[config.mk]
export PLATFORM = sky130hd
export DESIGN_NAME = beta_useq
export DESIGN_NICKNAME = d
export VERILOG_FILES = /design/src/rtl/beta_useq.sv
export SDC_FILE = /design/constraint.sdc
export NUM_CORES = 1
export LEC_CHECK = 0
export BUFFER_PORTS_ARGS = -buffer_cell sky130_fd_sc_hd__buf_2
export CORE_MARGIN = 5
export CORE_UTILIZATION = 46
export CTS_BUF_LIST = sky130_fd_sc_hd__clkbuf_4
export CTS_CLUSTER_DIAMETER = 150
export DETAILED_ROUTE_END_ITERATION = 16
export PLACE_DENSITY = 0.88
export SYNTH_ARGS = -nofsm -noshare
export SYNTH_HDL_FRONTEND = slang
export SYNTH_SLANG_ARGS = --single-unit
[constraint.sdc]
create_clock -name clk_i -period 2.9 [get_ports clk_i]
set_input_delay 0 -clock clk_i [delete_from_list [all_inputs] [get_ports clk_i]]
set_output_delay 0 -clock clk_i [all_outputs]
set_load 0.01 [all_outputs]
[src/rtl/beta_useq.sv]
// beta_useq: micro-program sequencer for the beta control unit (fetch, decode hand-off, micro-ROM walk).
// Optional macro BETA_USEQ_PERF_EN adds the instret_o / cycle_o performance counters.
module beta_useq #(
  parameter int XLEN    = 32,
  parameter int USTEP_W = 3,
  parameter int UCTRL_W = 24
) (
  input  logic                 clk_i,
  input  logic                 rstn_i,
  output logic                 imem_req_o,
  input  logic                 imem_gnt_i,
  input  logic                 imem_rvalid_i,
  input  logic [XLEN-1:0]      imem_rdata_i,
  output logic [XLEN-1:0]      instr_o,
  input  logic [8:0]           cu_addr_i,
  input  logic                 invalid_instr_i,
  output logic [9+USTEP_W-1:0] uaddr_o,
  input  logic [UCTRL_W+1:0]   uword_i,
  output logic [UCTRL_W-1:0]   ctrl_o,
  input  logic                 stall_i,
  output logic                 pc_en_o,
  output logic                 trap_o,
  output logic                 busy_o
`ifdef BETA_USEQ_PERF_EN
  ,
  output logic [63:0]          instret_o,
  output logic [63:0]          cycle_o
`endif
);

  localparam logic [2:0] S_IDLE      = 3'd0;
  localparam logic [2:0] S_FETCH     = 3'd1;
  localparam logic [2:0] S_WAIT_DATA = 3'd2;
  localparam logic [2:0] S_DECODE    = 3'd3;
  localparam logic [2:0] S_EXEC      = 3'd4;
  localparam logic [2:0] S_TRAP      = 3'd5;

  logic [2:0]         r_state;
  logic [2:0]         w_state_nxt;
  logic [XLEN-1:0]    r_instr;
  logic [8:0]         r_cu_addr;
  logic [USTEP_W-1:0] r_ustep;

  logic w_uend;
  logic w_uwait;
  logic w_hold;
  logic w_ustep_max;
  logic w_in_exec;
  logic w_retire;
  logic w_overrun;
  logic w_latch_instr;
  logic w_enter_exec;

  // Micro-word flag decode; a WAIT word only holds while the datapath reports busy.
  assign w_uend      = uword_i[UCTRL_W+1];
  assign w_uwait     = uword_i[UCTRL_W];
  assign w_hold      = w_uwait & stall_i;
  assign w_ustep_max = &r_ustep;
  assign w_in_exec   = (r_state == S_EXEC);
  assign w_retire    = w_in_exec & w_uend & ~w_hold;
  assign w_overrun   = w_in_exec & ~w_uend & ~w_hold & w_ustep_max;

  // Data may come back in the grant cycle, so FETCH can latch directly.
  assign w_latch_instr = ((r_state == S_FETCH) & imem_gnt_i & imem_rvalid_i) |
                         ((r_state == S_WAIT_DATA) & imem_rvalid_i);
  assign w_enter_exec  = (r_state == S_DECODE) & ~invalid_instr_i;

  always_comb begin
    // NOTE: default assignment first so every path drives w_state_nxt and no latch is inferred.
    w_state_nxt = r_state;
    case (r_state)
      S_IDLE:      w_state_nxt = S_FETCH;
      S_FETCH: begin
        if (imem_gnt_i) begin
          w_state_nxt = imem_rvalid_i ? S_DECODE : S_WAIT_DATA;
        end
      end
      S_WAIT_DATA: begin
        if (imem_rvalid_i) begin
          w_state_nxt = S_DECODE;
        end
      end
      S_DECODE:    w_state_nxt = invalid_instr_i ? S_TRAP : S_EXEC;
      S_EXEC: begin
        if (w_retire) begin
          w_state_nxt = S_FETCH;
        end else if (w_overrun) begin
          w_state_nxt = S_TRAP;
        end
      end
      S_TRAP:      w_state_nxt = S_FETCH;
      default:     w_state_nxt = S_IDLE;
    endcase
  end

  // NOTE: sequential state uses non-blocking assignments so all registers update from pre-edge values.
  always_ff @(posedge clk_i or negedge rstn_i) begin
    if (!rstn_i) begin
      r_state <= S_IDLE;
    end else begin
      r_state <= w_state_nxt;
    end
  end

  always_ff @(posedge clk_i or negedge rstn_i) begin
    if (!rstn_i) begin
      r_instr <= '0;
    end else if (w_latch_instr) begin
      r_instr <= imem_rdata_i;
    end
  end

  always_ff @(posedge clk_i or negedge rstn_i) begin
    if (!rstn_i) begin
      r_cu_addr <= '0;
    end else if (w_enter_exec) begin
      r_cu_addr <= cu_addr_i;
    end
  end

  // Step advances only on a non-final, non-held word that still has room to grow.
  always_ff @(posedge clk_i or negedge rstn_i) begin
    if (!rstn_i) begin
      r_ustep <= '0;
    end else if (w_enter_exec) begin
      r_ustep <= '0;
    end else if (w_in_exec && !w_hold && !w_uend && !w_ustep_max) begin
      r_ustep <= r_ustep + 1'b1;
    end
  end

  assign imem_req_o = (r_state == S_FETCH);
  assign instr_o    = r_instr;
  assign uaddr_o    = {r_cu_addr, r_ustep};
  assign ctrl_o     = w_in_exec ? uword_i[UCTRL_W-1:0] : '0;
  assign pc_en_o    = w_retire;
  assign trap_o     = (r_state == S_TRAP);
  assign busy_o     = (r_state != S_IDLE);

`ifdef BETA_USEQ_PERF_EN
  logic [63:0] r_instret;
  logic [63:0] r_cycle;

  always_ff @(posedge clk_i or negedge rstn_i) begin
    if (!rstn_i) begin
      r_instret <= '0;
      r_cycle   <= '0;
    end else begin
      r_cycle <= r_cycle + 64'd1;
      if (w_retire) begin
        r_instret <= r_instret + 64'd1;
      end
    end
  end

  assign instret_o = r_instret;
  assign cycle_o   = r_cycle;
`endif

endmodule

* Yosys cells after proc, flatten, opt, wreduce, memory -nomap -nowiden *
Cells that the tools add are included.

word-level totals
  bits in registers = 47
  input port bits = 73
  output and inout bits = 72

cells by class
  add/sub/neg operators = 1
  eq/ne operators = 8
  reduce and logical (&&, ||, !) cells = 12
  bitwise logic cells = 14
  muxes and demuxes = 10

operators with widths
  cell                                                   count
  2-to-1 mux 24 bit                                      1
  2-to-1 mux 3 bit                                       6
  one-hot mux 3 bit (5 select lines)                     1
  bitwise AND 1 bit                                      10
  equality test 3 x 2 -> 1 bit, second input constant    2
  equality test 3 bit, second input constant             2
  AND reduction 3 bit                                    2
  adder 3 x 1 -> 3 bit, second input constant            1
  equality test 3 x 1 -> 1 bit, second input constant    1
  logical AND 1 bit                                      3
  logical NOT 1 bit                                      3
  logical NOT 3 bit                                      1
  inequality test 3 x 2 -> 1 bit, second input constant  1
  inverter 1 bit                                         3
  nonzero test 3 bit                                     1
  2-to-1 mux 1 bit                                       2
  inequality test 2 x 1 -> 1 bit, second input constant  1
  inequality test 2 bit, second input constant           1
  nonzero test 2 bit                                     1
  OR reduction 2 bit                                     1
  OR 1 bit                                               1

* Logic depth before layout (Yosys ltp) *
Gate-level depths: netlist of the first run.

  word-level depth = 7
  gate-level depth with buffers = 5

* Worst setup path before layout of the first run *
No wires, ideal clock.

  kind = register -> register
  start point = reg r_state[1]
  end point = reg r_instr[11] (netlist: instr_o[11])
  clock period less this slack = 1518 ps
  slack = 1382 ps
  data arrival time = 1393 ps
  data required time = 2775 ps
  cell stages (with the launch flop) = 5
  path through = dfrtp_1 nand3b_1 a21oi_4 buf_6 mux2_2

between the ends
  cells in the longest elaborated chain, start to end = 4
  elaborated cells between the ends (all ways) = 6
  those cells by class = eq/ne: 2; bitwise: 4

ends and longest elaborated chain
  element                          line  source
  start, declared                  38    logic [2:0] r_state;
  start signal, assigned           101   r_state <= w_state_nxt;
  equality test 3 x 1 -> 1 bit     64    assign w_latch_instr = ((r_state == S_FETCH) & imem_gnt_i & imem_rvalid_i) |
  bitwise AND 1 bit (2 in series)  64
  OR 1 bit *                       64
  end signal, assigned             109   r_instr <= imem_rdata_i;
  end, declared                    40    logic [XLEN-1:0] r_instr;

Every way passes the cells marked *; elsewhere a longest branch is shown, timed or not.
A chain may end at the register's enable or synchronous reset.

* Final worst setup path of the first run *
  start point = reg r_state[1]
  end point = reg r_instr[17] (netlist: instr_o[17])

The elaborated chain is that of the path after synthesis.

==> out/metrics.csv, run 1 <==
metric,value,unit
Starting Density,0.4760,
status,"complete, no violations",
# fillers,292,
worst vdd ir,669.6,uV
Worst R2R Setup Slack,1.11,ns
Max Cap Viol,0,
Die X-Extent,77.36,um
Sw Pwr,0.001011,W
Vias,1902,
skew final,0.01591,ns
diode count,0,
Slew headroom,0.3367,
post-synthesis cell count,150,
CTS tree,yes,
M1 GR Usage,0.2086,
endpoints failing setup,0,
clk sinks,47,
sw frac,0.3545,
# port buffers,144,
global-route wire length before repair,9867,um
Skew-Pair Late Insertion Delay,0.37,ns
initial antenna violation count,0,
Site Rows,24,
Synth top area share,0.5635,
GRT busiest layer,met2,
H-tree depth,2,
syn_nets,225,
post-route setup TNS,0,ns
FMAX,557.3,MHz
postcts setup bufs,0,
fin crit period,1.794,ns
Comb power frac,0.447,
largest net degree at the start of global routing,48,
routed wire length,6124,um
Yosys reg bits,47,
Die Y-Extent,77.36,um
post-synthesis sequential area ratio,0.5635,
Clock Pin Slew Worst Setup and Hold Paths,0.12,ns
"Power, Total",0.002853,W
hpwl dp,4017,um
gr ovfl total,0,
post-synthesis area per instance,13.91,um^2
fin nets,413,
met2 Track Usage GR,0.3729,
Commonest cells post-synth,"47 x dfrtp_1, 33 x mux2_2, 24 x and2_1",
post-synth top area cell,dfrtp_1,
leak pwr,1.752,nW
Worst Path Buf+Inv,1,
required time of the critical path,3.15,ns
Clock Power Share,0.136,
Post-synth ARST share,1.000,
worst-path cell chain,"nand3b_1, a21oi_4, buf_4, mux2_2",
arrival time worst endpoint,2.04,ns
Min-Delay Path Class,in -> reg,
distinct cell type count of the synthesized netlist,27,
CTS Buf Count,5,
RSZ-0062 raised after global routing,no,
CTS Root Cell,clkbuf_4,
Cell Int Power,0.001841,W
CP Max Fanout,32,
fin crit share,0.6187,
drt initial violations,49,
Final Max Slew Viols,0,
WL/cell,15.70,um
IO Count,145,
number of synthesized flops with an enable pin,0,
CP max-delay cell,dfrtp_1,
Slew @ Worst Pin,0.9949,ns
CP startpoint kind,flip-flop,
fraction of layout cells with a size suffix above 1,0.5621,
CP top delay family,flip-flops,
antenna-violating nets left,0,
first drt pass iteration count,4,
power per cell area,856.1,mW/mm^2
Fin. Hold Viols,0,
Syn. warnings,0,
Core Area,0.004384,mm^2
post_cts resized,0,
most common cell in the netlist,dfrtp_1,
sequential share of power,0.417,
# DRC,0,
gr usage total,0.2075,
Synth Cell Area,0.002087,mm^2
clk buf depth,2,
synth top area cells,"dfrtp_1 56%, mux2_2 18%, and2_1 7.2%, mux2_1 5.4%, buf_6 1.6%",
gpl congestion,0.7771,
die area,0.005984,mm^2
main flop type after synthesis,dfrtp_1,
vias per cell,4.877,
Area Overhead vs Synth,59.65,%
M3 GR Usage,0.09028,
vias in the first global route,2021,
Worst Setup End Kind,flip-flop,
Hold Buf Count CTS,42,
critical path type,reg -> reg,
CP max stage delay,0.48,ns
-- placed cells by master (no fill, tap or decap), types with 3 or more instances in the layout --
master and n:
nand2b_1 4, dfrtp_1 47, dlygate4sd3_1 42, clkbuf_4 6, buf_2 144, nor2_1 3
and2_1 24, mux2_2 33, mux2_1 10
-- worst register-to-register path, cell delays in order, from the launching register on --
cell and delay (ns):
dfrtp_1 0.48, nand3b_1 0.26, a21oi_4 0.17, buf_4 0.37
mux2_2 0.40
-- layer usage --
metal  up-vias  share of wire  routed length (um)
met3        13           0.12                 755
met5         -              0                   0
met2       107           0.52                3183
met1       890           0.34                2062
met4         0          0.020                 123
li1        892              -                   -
-- cell families after synthesis --
logic type | after synthesis | synth area share
flops | 47 | 0.5636
mux | 45 | 0.2416
simple gates | 41 | 0.1289
buf+inv | 8 | 0.02638
compound gates | 7 | 0.02758
fa+ha+maj | 2 | 0.01199
-- power by group through the flow --
| stage | clock (W) | combinational [W] | sequential (W) |
|---|---|---|---|
| finish | 0.000387 | 0.00128 | 0.00119 |
| global route | 0.000422 | 0.00139 | 0.00124 |
| CTS | 0.000394 | 0.00127 | 0.00118 |
| detailed placement | 0 | 0.00123 | 0.00119 |
| global placement | 0 | 0.00119 | 0.00117 |
| floorplan | 0 | 0.000597 | 0.00130 |
-- final timing paths --
path / from / endpoint / cells after the start
max reg2reg: r_state[1] / instr_o[17] / 4
max in group asynchronous: rstn_i / r_cu_addr[1] / 2
min in group asynchronous: rstn_i / r_cu_addr[4] / 2
min reg2reg: instr_o[3] / instr_o[3] / 1
max: r_state[1] / instr_o[17] / 4
min: imem_gnt_i / r_state[1] / 3
-- cell type report --
class                      count  area [um^2]  share of cell area
clock buffer                   6        45.04             0.01352
clock inverter                 1        30.03            0.009012
inverter                       1        3.754            0.001127
multi-input combinational     95        855.8              0.2569
sequential                    47         1176              0.3530
tap                           52        65.06             0.01953
timing repair buffer         188         1156              0.3470
-- through the flow --
step           utilization  worst slack [ns]  cell area, um^2  hold slack (ns)  instances
2_1_floorplan            -             1.382             2087          -0.2956        150
3_3_place_gp        0.6470             1.170             2836           0.2178        341
3_5_place_dp        0.6470             1.131             2836           0.2230        341
4_1_cts             0.7600             1.115             3332         0.006483        390
5_1_grt             0.7600             1.029             3332         0.009392        390
6_report            0.7600             1.106             3332          0.02575        390
-- state kept, by name (all words and copies together), names as in the netlist --
signal and cells:
instr_o 32, r_cu_addr 9, r_state 3, r_ustep 3
Note: power is estimated with default switching activity, not from simulation.
==> run 2, diff against run 1 <==
--- a/config.mk
+++ b/config.mk
@@ -5,13 +5,14 @@
 export SDC_FILE = /design/constraint.sdc
 export NUM_CORES = 1
 export LEC_CHECK = 0
+export ABC_AREA = 1
 export BUFFER_PORTS_ARGS = -buffer_cell sky130_fd_sc_hd__buf_2
 export CORE_MARGIN = 5
-export CORE_UTILIZATION = 46
+export CORE_UTILIZATION = 43
 export CTS_BUF_LIST = sky130_fd_sc_hd__clkbuf_4
 export CTS_CLUSTER_DIAMETER = 150
 export DETAILED_ROUTE_END_ITERATION = 16
-export PLACE_DENSITY = 0.88
+export PLACE_DENSITY = 0.82
 export SYNTH_ARGS = -nofsm -noshare
 export SYNTH_HDL_FRONTEND = slang
 export SYNTH_SLANG_ARGS = --single-unit
==> constraint.sdc (replaced) <==
create_clock -name clk_i -period 1.85 [get_ports clk_i]
set_input_delay 0 -clock clk_i [delete_from_list [all_inputs] [get_ports clk_i]]
set_output_delay 0 -clock clk_i [all_outputs]
set_load 0.01 [all_outputs]
==> run 2 against run 1 <==
Net effect:
- register-to-register slack lost 0.80 ns
- global-route usage grew 1.1 points
- via count grew 28%
- non-clock buffer count grew 6
- sequential power grew 49%
- clock-buffer cell count shrank 1
- design area grew 4.2%
- total power grew 53%
- combinational power grew 64%
- sequential share of layout area shrank 1.4 points
- critical path type is now reg -> out
- largest cell class is now non-clock buffers
==> out/metrics.csv, run 2 <==
metric,value,unit,change
status,"complete, no violations",,
# port buffers,144,,unchanged
leak pwr,2.136,nW,+22%
CP max stage delay,0.41,ns,-0.07 ns
CTS tree,yes,,
clk sinks,47,,unchanged
hold depth,3,,unchanged
distinct cell type count of the synthesized netlist,20,,-26%
Worst R2R Start,r_state[1],,
Worst Path Buf+Inv,2,,+1
antenna-violating nets left,0,,unchanged
Worst R2R Setup Slack,0.31,ns,-0.80 ns
number of synthesized flops with an enable pin,0,,unchanged
fraction of layout cells with a size suffix above 1,0.3497,,-0.2125
Syn. warnings,0,,unchanged
vias per cell,4.509,,-7.5%
IO Count,145,,unchanged
Worst Setup End Kind,output port,,
gpl congestion,0.8140,,+4.7%
post-route setup TNS,0,ns,unchanged
vias in the first global route,2468,,+22%
CTS Buf Count,5,,unchanged
post-synthesis area per instance,7.855,um^2,-44%
CTS Root Cell,clkbuf_4,,
# DRC,0,,unchanged
Hold Path Sink,instr_o[29],,
final instance area,0.003471,mm^2,+4.2%
drt initial violations,117,,+140%
worst vdd ir,927.5,uV,+39%
endpoints failing setup,0,,unchanged
critical path type,reg -> out,,
reg2reg end,instr_o[18],,
most frequent cells in the layout,"144 x buf_2, 97 x nand2_1, 48 x nand3_1",,
Area Overhead vs Synth,57.26,%,
post-synthesis cell count,281,,+87%
# fillers,386,,+32%
Commonest cells post-synth,"97 x nand2_1, 48 x nand3_1, 47 x dfrtp_1",,
"Top cell by count, worst path",nor2_1,,
hpwl dp,4702,um,+17%
die area,0.006666,mm^2,+11%
global-route wire length before repair,11250,um,+14%
largest net degree at the start of global routing,33,,-31%
"commonest non-fill, non-tap cell in the layout",buf_2,,
RSZ-0062 raised after global routing,no,,
Site Rows,26,,+8.3%
skew final,0.01728,ns,+0.001372 ns
power per cell area,1255,mW/mm^2,+47%
Post-synth ARST share,1.000,,unchanged
cell count of the worst reg-to-reg path,8,,+4
CP max-delay cell,dfrtp_1,,
worst-path cell chain,"nor2_1, nand2_1, buf_4, nor2_1, buf_2",,
required time of the critical path,1.85,ns,-1.30 ns
Skew-Pair Late Insertion Delay,0.36,ns,about the same
CP Max Fanout,24,,-25%
initial antenna violation count,0,,unchanged
Slew @ Worst Pin,0.4493,ns,-0.5456 ns
syn_nets,356,,+58%
Core Area,0.005042,mm^2,+15%
Vias,2435,,+28%
FMAX,638.2,MHz,
Min-Delay Path Class,in -> reg,,
H-tree depth,2,,unchanged
gr ovfl total,0,,unchanged
Synth Cell Area,0.002207,mm^2,+5.8%
fin crit period,1.567,ns,
WL/cell,13.06,um,-17%
clk buf depth,2,,unchanged
Synth top area share,0.5329,,-0.03067
main flop type after synthesis,dfrtp_1,,
routed wire length,7054,um,+15%
Slew headroom,0.7005,,+0.3638
Final Max Slew Viols,0,,unchanged
Die Y-Extent,81.65,um,+5.5%
Starting Density,0.4377,,-0.03831
synth top area cells,"dfrtp_1 53%, nand2_1 16%, nand3_1 11%, inv_1 5.1%, nor2_1 4.9%",,
Clock Pin Slew Worst Setup and Hold Paths,0.15,ns,+0.03 ns
first drt pass iteration count,4,,unchanged
post-synthesis sequential area ratio,0.5329,,-0.03067
CP startpoint kind,flip-flop,,
max reg flops,32,,unchanged
Yosys reg bits,47,,unchanged
WHS,0.006657,ns,-0.01909 ns
Fin. Hold Viols,0,,unchanged
arrival time worst endpoint,1.57,ns,-0.47 ns
fin crit share,0.8470,,
HP Start,imem_rvalid_i,,
CP top delay family,simple AND/OR/NAND/NOR gates,,
Max Cap Viol,0,,unchanged
post-synth top area cell,dfrtp_1,,
Area after DPL,0.002970,mm^2,+4.7%
gr usage total,0.2188,,+0.01130
Die X-Extent,81.65,um,+5.5%
fin nets,543,,+31%
most common cell in the netlist,nand2_1,,
## run 2: worst register-to-register path, delay by kind of cell, from the launching register on
kind | cells | cell delay, ns
AND/OR/NAND/NOR | 6 | 0.75
buffers and inverters | 2 | 0.33
flip-flops | 1 | 0.41
## run 2: how the worst max path moves through the flow
| stage | cells past startpoint | to | from |
|---|---|---|---|
| after floorplan | 9 | instr_o[10] | r_state[1] |
| after global placement | 8 | instr_o[16] | r_state[1] |
| after detailed placement | 8 | instr_o[18] | r_state[1] |
| after CTS | 5 | ctrl_o[20] | r_state[1] |
| after global routing | 5 | ctrl_o[12] | r_state[1] |
| final | 5 | ctrl_o[20] | r_state[1] |
## run 2: power by group
group | total, W | internal [W] | switching, W
Combinational | 0.00210 | 0.000834 | 0.00127
Sequential | 0.00177 | 0.00149 | 0.000284
Clock | 0.000481 | 0.000146 | 0.000334
Total | 0.00435 | 0.00247 | 0.00189
## run 2: final cells by class
class | count | area (um^2) | share of cell area
Sequential cell | 47 | 1176 | 0.3389
Timing Repair Buffer | 194 | 1206 | 0.3475
Antenna cell | 1 | 2.502 | 0.0007210
Clock inverter | 3 | 20.02 | 0.005768
Inverter | 32 | 120.1 | 0.03461
Tap cell | 70 | 87.58 | 0.02523
Clock buffer | 5 | 37.54 | 0.01081
Multi-Input combinational cell | 188 | 820.8 | 0.2365
## run 2: logic make-up after synthesis
kind of cell / count (synthesis) / share of synthesized area
simple gates: 181 / 0.3492
flops: 47 / 0.5329
buf+inv: 46 / 0.09523
compound gates: 5 / 0.01134
fa+ha+maj: 2 / 0.01134
## run 2: through the flow
step / utilization / power [W] / worst slack (ns) / instances
CTS: 0.6878 / 0.004345 / 0.2708 / 539
global route: 0.6878 / 0.004718 / 0.1060 / 539
finish: 0.6883 / 0.004355 / 0.2830 / 540
global placement: 0.5891 / 0.003733 / 0.4001 / 487
floorplan: - / 0.002992 / 0.6208 / 281
detailed placement: 0.5891 / 0.003808 / 0.3465 / 487
## run 2: repair_timing
action,CTS,global route
buffers inserted,0,0
resized for setup,0,0
hold buffers,44,0
hold endpoints to repair,74,0
## run 2: layer usage
layer  GRT usage  up-vias  wire (um)
met1      0.2604     1100       2888
met4     0.06312        0         58
met2      0.3852       94       3695
met5           0        -          0
li1            -     1235          -
met3     0.06140        6        412
==> run 3, diff against run 2 <==
--- a/config.mk
+++ b/config.mk
@@ -8,11 +8,11 @@
 export ABC_AREA = 1
 export BUFFER_PORTS_ARGS = -buffer_cell sky130_fd_sc_hd__buf_2
 export CORE_MARGIN = 5
-export CORE_UTILIZATION = 43
+export CORE_UTILIZATION = 39
 export CTS_BUF_LIST = sky130_fd_sc_hd__clkbuf_4
 export CTS_CLUSTER_DIAMETER = 150
 export DETAILED_ROUTE_END_ITERATION = 16
-export PLACE_DENSITY = 0.82
+export PLACE_DENSITY = 0.78
 export SYNTH_ARGS = -nofsm -noshare
 export SYNTH_HDL_FRONTEND = slang
 export SYNTH_SLANG_ARGS = --single-unit
==> constraint.sdc (replaced) <==
create_clock -name clk_i -period 1.4 [get_ports clk_i]
set_input_delay 0 -clock clk_i [delete_from_list [all_inputs] [get_ports clk_i]]
set_output_delay 0 -clock clk_i [all_outputs]
set_load 0.01 [all_outputs]
==> run 3 against run 2 <==
Net effect:
- the flow now finishes with violations (negative setup slack)
- via count increased by 7.8%
- largest cell class unchanged
- global-route usage decreased by 2.7 points
- wire length increased by 16%
- utilization increased by 4.0 points
- worst setup slack got worse by 0.30 ns
- highest routed layer unchanged
- register-to-register slack got worse by 0.30 ns
- clock power increased by 33%
- critical endpoint is now ctrl_o[23]
- critical path depth unchanged
- sequential power increased by 32%
- total power increased by 61%
==> out/metrics.csv, run 3 (synthesized netlist as in run 2, its figures left out) <==
metric,value,unit,change
status,finished with violations,,
failing checks,negative setup slack,,
sequential cell area,0.001177,mm^2,+0.11%
vias per cell,4.696,,+4.1%
Site Rows,27,,+3.8%
multi-input logic area,0.001096,mm^2,+34%
CP max stage delay,0.44,ns,+0.03 ns
Area Overhead vs Synth,81.69,%,
Worst Setup End Kind,output port,,
# fillers,420,,+8.8%
final worst setup slack,-0.01896,ns,-0.3020 ns
skew final,0.01905,ns,+0.001768 ns
GRT busiest layer,met2,,
M3 GR Usage,0.05243,,-0.008976
vias in the first global route,2541,,+3.0%
fin util,0.7282,,+0.03991
hpwl dp,4712,um,+0.20%
most frequent cells in the layout,"140 x buf_2, 92 x nand2_1, 46 x dfrtp_1",,
gr usage total,0.1916,,-0.02721
critical path type,reg -> out,,
initial antenna violation count,0,,unchanged
Skew-Pair Late Insertion Delay,0.36,ns,about the same
power per cell area,1744,mW/mm^2,+39%
Cells after DPL,490,,+0.62%
Slew @ Worst Pin,0.8335,ns,+0.3842 ns
gr ovfl total,0,,unchanged
die area,0.007264,mm^2,+9.0%
RSZ-0062 raised after global routing,yes,,
H-tree depth,2,,unchanged
global-route wire length before repair,11440,um,+1.7%
largest net degree at the start of global routing,33,,unchanged
worst vdd ir,1150,uV,+24%
fin crit share,1.014,,
post-route insts no fill,559,,+3.5%
Min-Delay Path Class,in -> reg,,
Vias,2625,,+7.8%
CP startpoint kind,flip-flop,,
Max Cap Viol,0,,unchanged
fin nets,561,,+3.3%
Starting Density,0.4008,,-0.03690
met2 Track Usage GR,0.3489,,-0.03631
diode count,0,,-1
Die X-Extent,85.23,um,+4.4%
clk sinks,47,,unchanged
CP top delay family,flip-flops,,
clk buf depth,2,,unchanged
max reg flops,32,,unchanged
first drt pass iteration count,4,,unchanged
Clock Pin Slew Worst Setup and Hold Paths,0.15,ns,about the same
CP Max Fanout,6,,-75%
post-route setup TNS,-0.06107,ns,-0.06107 ns
Core Area,0.005507,mm^2,+9.2%
worst-path cell chain,"nor2_4, nand2_4, buf_6, nor2_1, buf_2",,
CTS Root Cell,clkbuf_4,,
CTS tree,yes,,
"commonest non-fill, non-tap cell in the layout",buf_2,,
IO Count,145,,unchanged
# port buffers,144,,unchanged
fraction of layout cells with a size suffix above 1,0.4517,,+0.1021
FMAX,704.7,MHz,
antenna-violating nets left,0,,unchanged
CP max-delay cell,dfrtp_1,,
M1 GR Usage,0.2155,,-0.04484
drt initial violations,123,,+5.1%
arrival time worst endpoint,1.42,ns,-0.15 ns
Die Y-Extent,85.23,um,+4.4%
required time of the critical path,1.40,ns,-0.45 ns
Worst Path Buf+Inv,2,,unchanged
CTS Buf Count,5,,unchanged
# DRC,0,,unchanged
gpl congestion,0.7434,,-8.7%
WL/cell,14.59,um,+12%
leak pwr,2.318,nW,+8.5%
fin crit period,1.419,ns,
Fin. Hold Viols,0,,unchanged
Slew headroom,0.4444,,-0.2561
endpoints failing setup,4,,+4
routed wire length,8157,um,+16%
Final Max Slew Viols,0,,unchanged
run 3: per-layer routing:
layer	part of all wire	up-vias
li1	-	1280
met1	0.37	1220
met2	0.54	117
met3	0.081	8
met4	0.0098	0
met5	0	-
run 3: final timing paths:
path                                 start           end  slack (ns)  cells past startpoint
max                             r_state[1]    ctrl_o[23]       -0.02                      5
min                        invalid_instr_i  r_cu_addr[3]        0.06                      5
max reg2reg                     r_state[1]   instr_o[11]        0.01                      8
min reg2reg                    instr_o[30]   instr_o[30]        0.48                      2
max in group asynchronous           rstn_i    r_ustep[2]        0.70                      3
min in group asynchronous           rstn_i   instr_o[24]        0.17                      2
run 3: final cells by class:
cell class / instances / area share
repair buffers: 208 / 0.3669
flip-flops and latches: 47 / 0.2936
multi-input cells: 192 / 0.2733
inverters: 32 / 0.02995
well taps: 72 / 0.02246
clock buffers: 5 / 0.009360
clock inverters: 3 / 0.004368
run 3: worst reg2reg max path: cells and delay by family (launching register included):
family        cells  cell delay, ns
flops             1            0.44
buf+inv           2            0.27
simple gates      6            0.63
run 3: report_power, final:
| group | internal, W | switching (W) |
|---|---|---|
| clock network | 0.000195 | 0.000445 |
| logic | 0.00182 | 0.00219 |
| registers | 0.00197 | 0.000373 |
run 3: per-stage QoR:
step	worst slack, ns	total power [W]	hold WS [ns]	cell area, um^2
after floorplan	0.1708	0.003954	-0.2956	2207
after global placement	0.02574	0.004959	0.01403	2993
after detailed placement	-0.01241	0.005058	0.02857	2993
after CTS	0.007330	0.005850	0.06644	3512
after global routing	-0.09061	0.007517	0.09958	4010
final	-0.01896	0.006994	0.05688	4010
run 3: repair_timing:
item,CTS,global route
hold endpoints to repair,66,0
pin swaps,1,25
gates cloned,0,10
buffers inserted,2,5
endpoints found under the setup margin,27,70
resized for setup,3,64
hold buffers,44,0
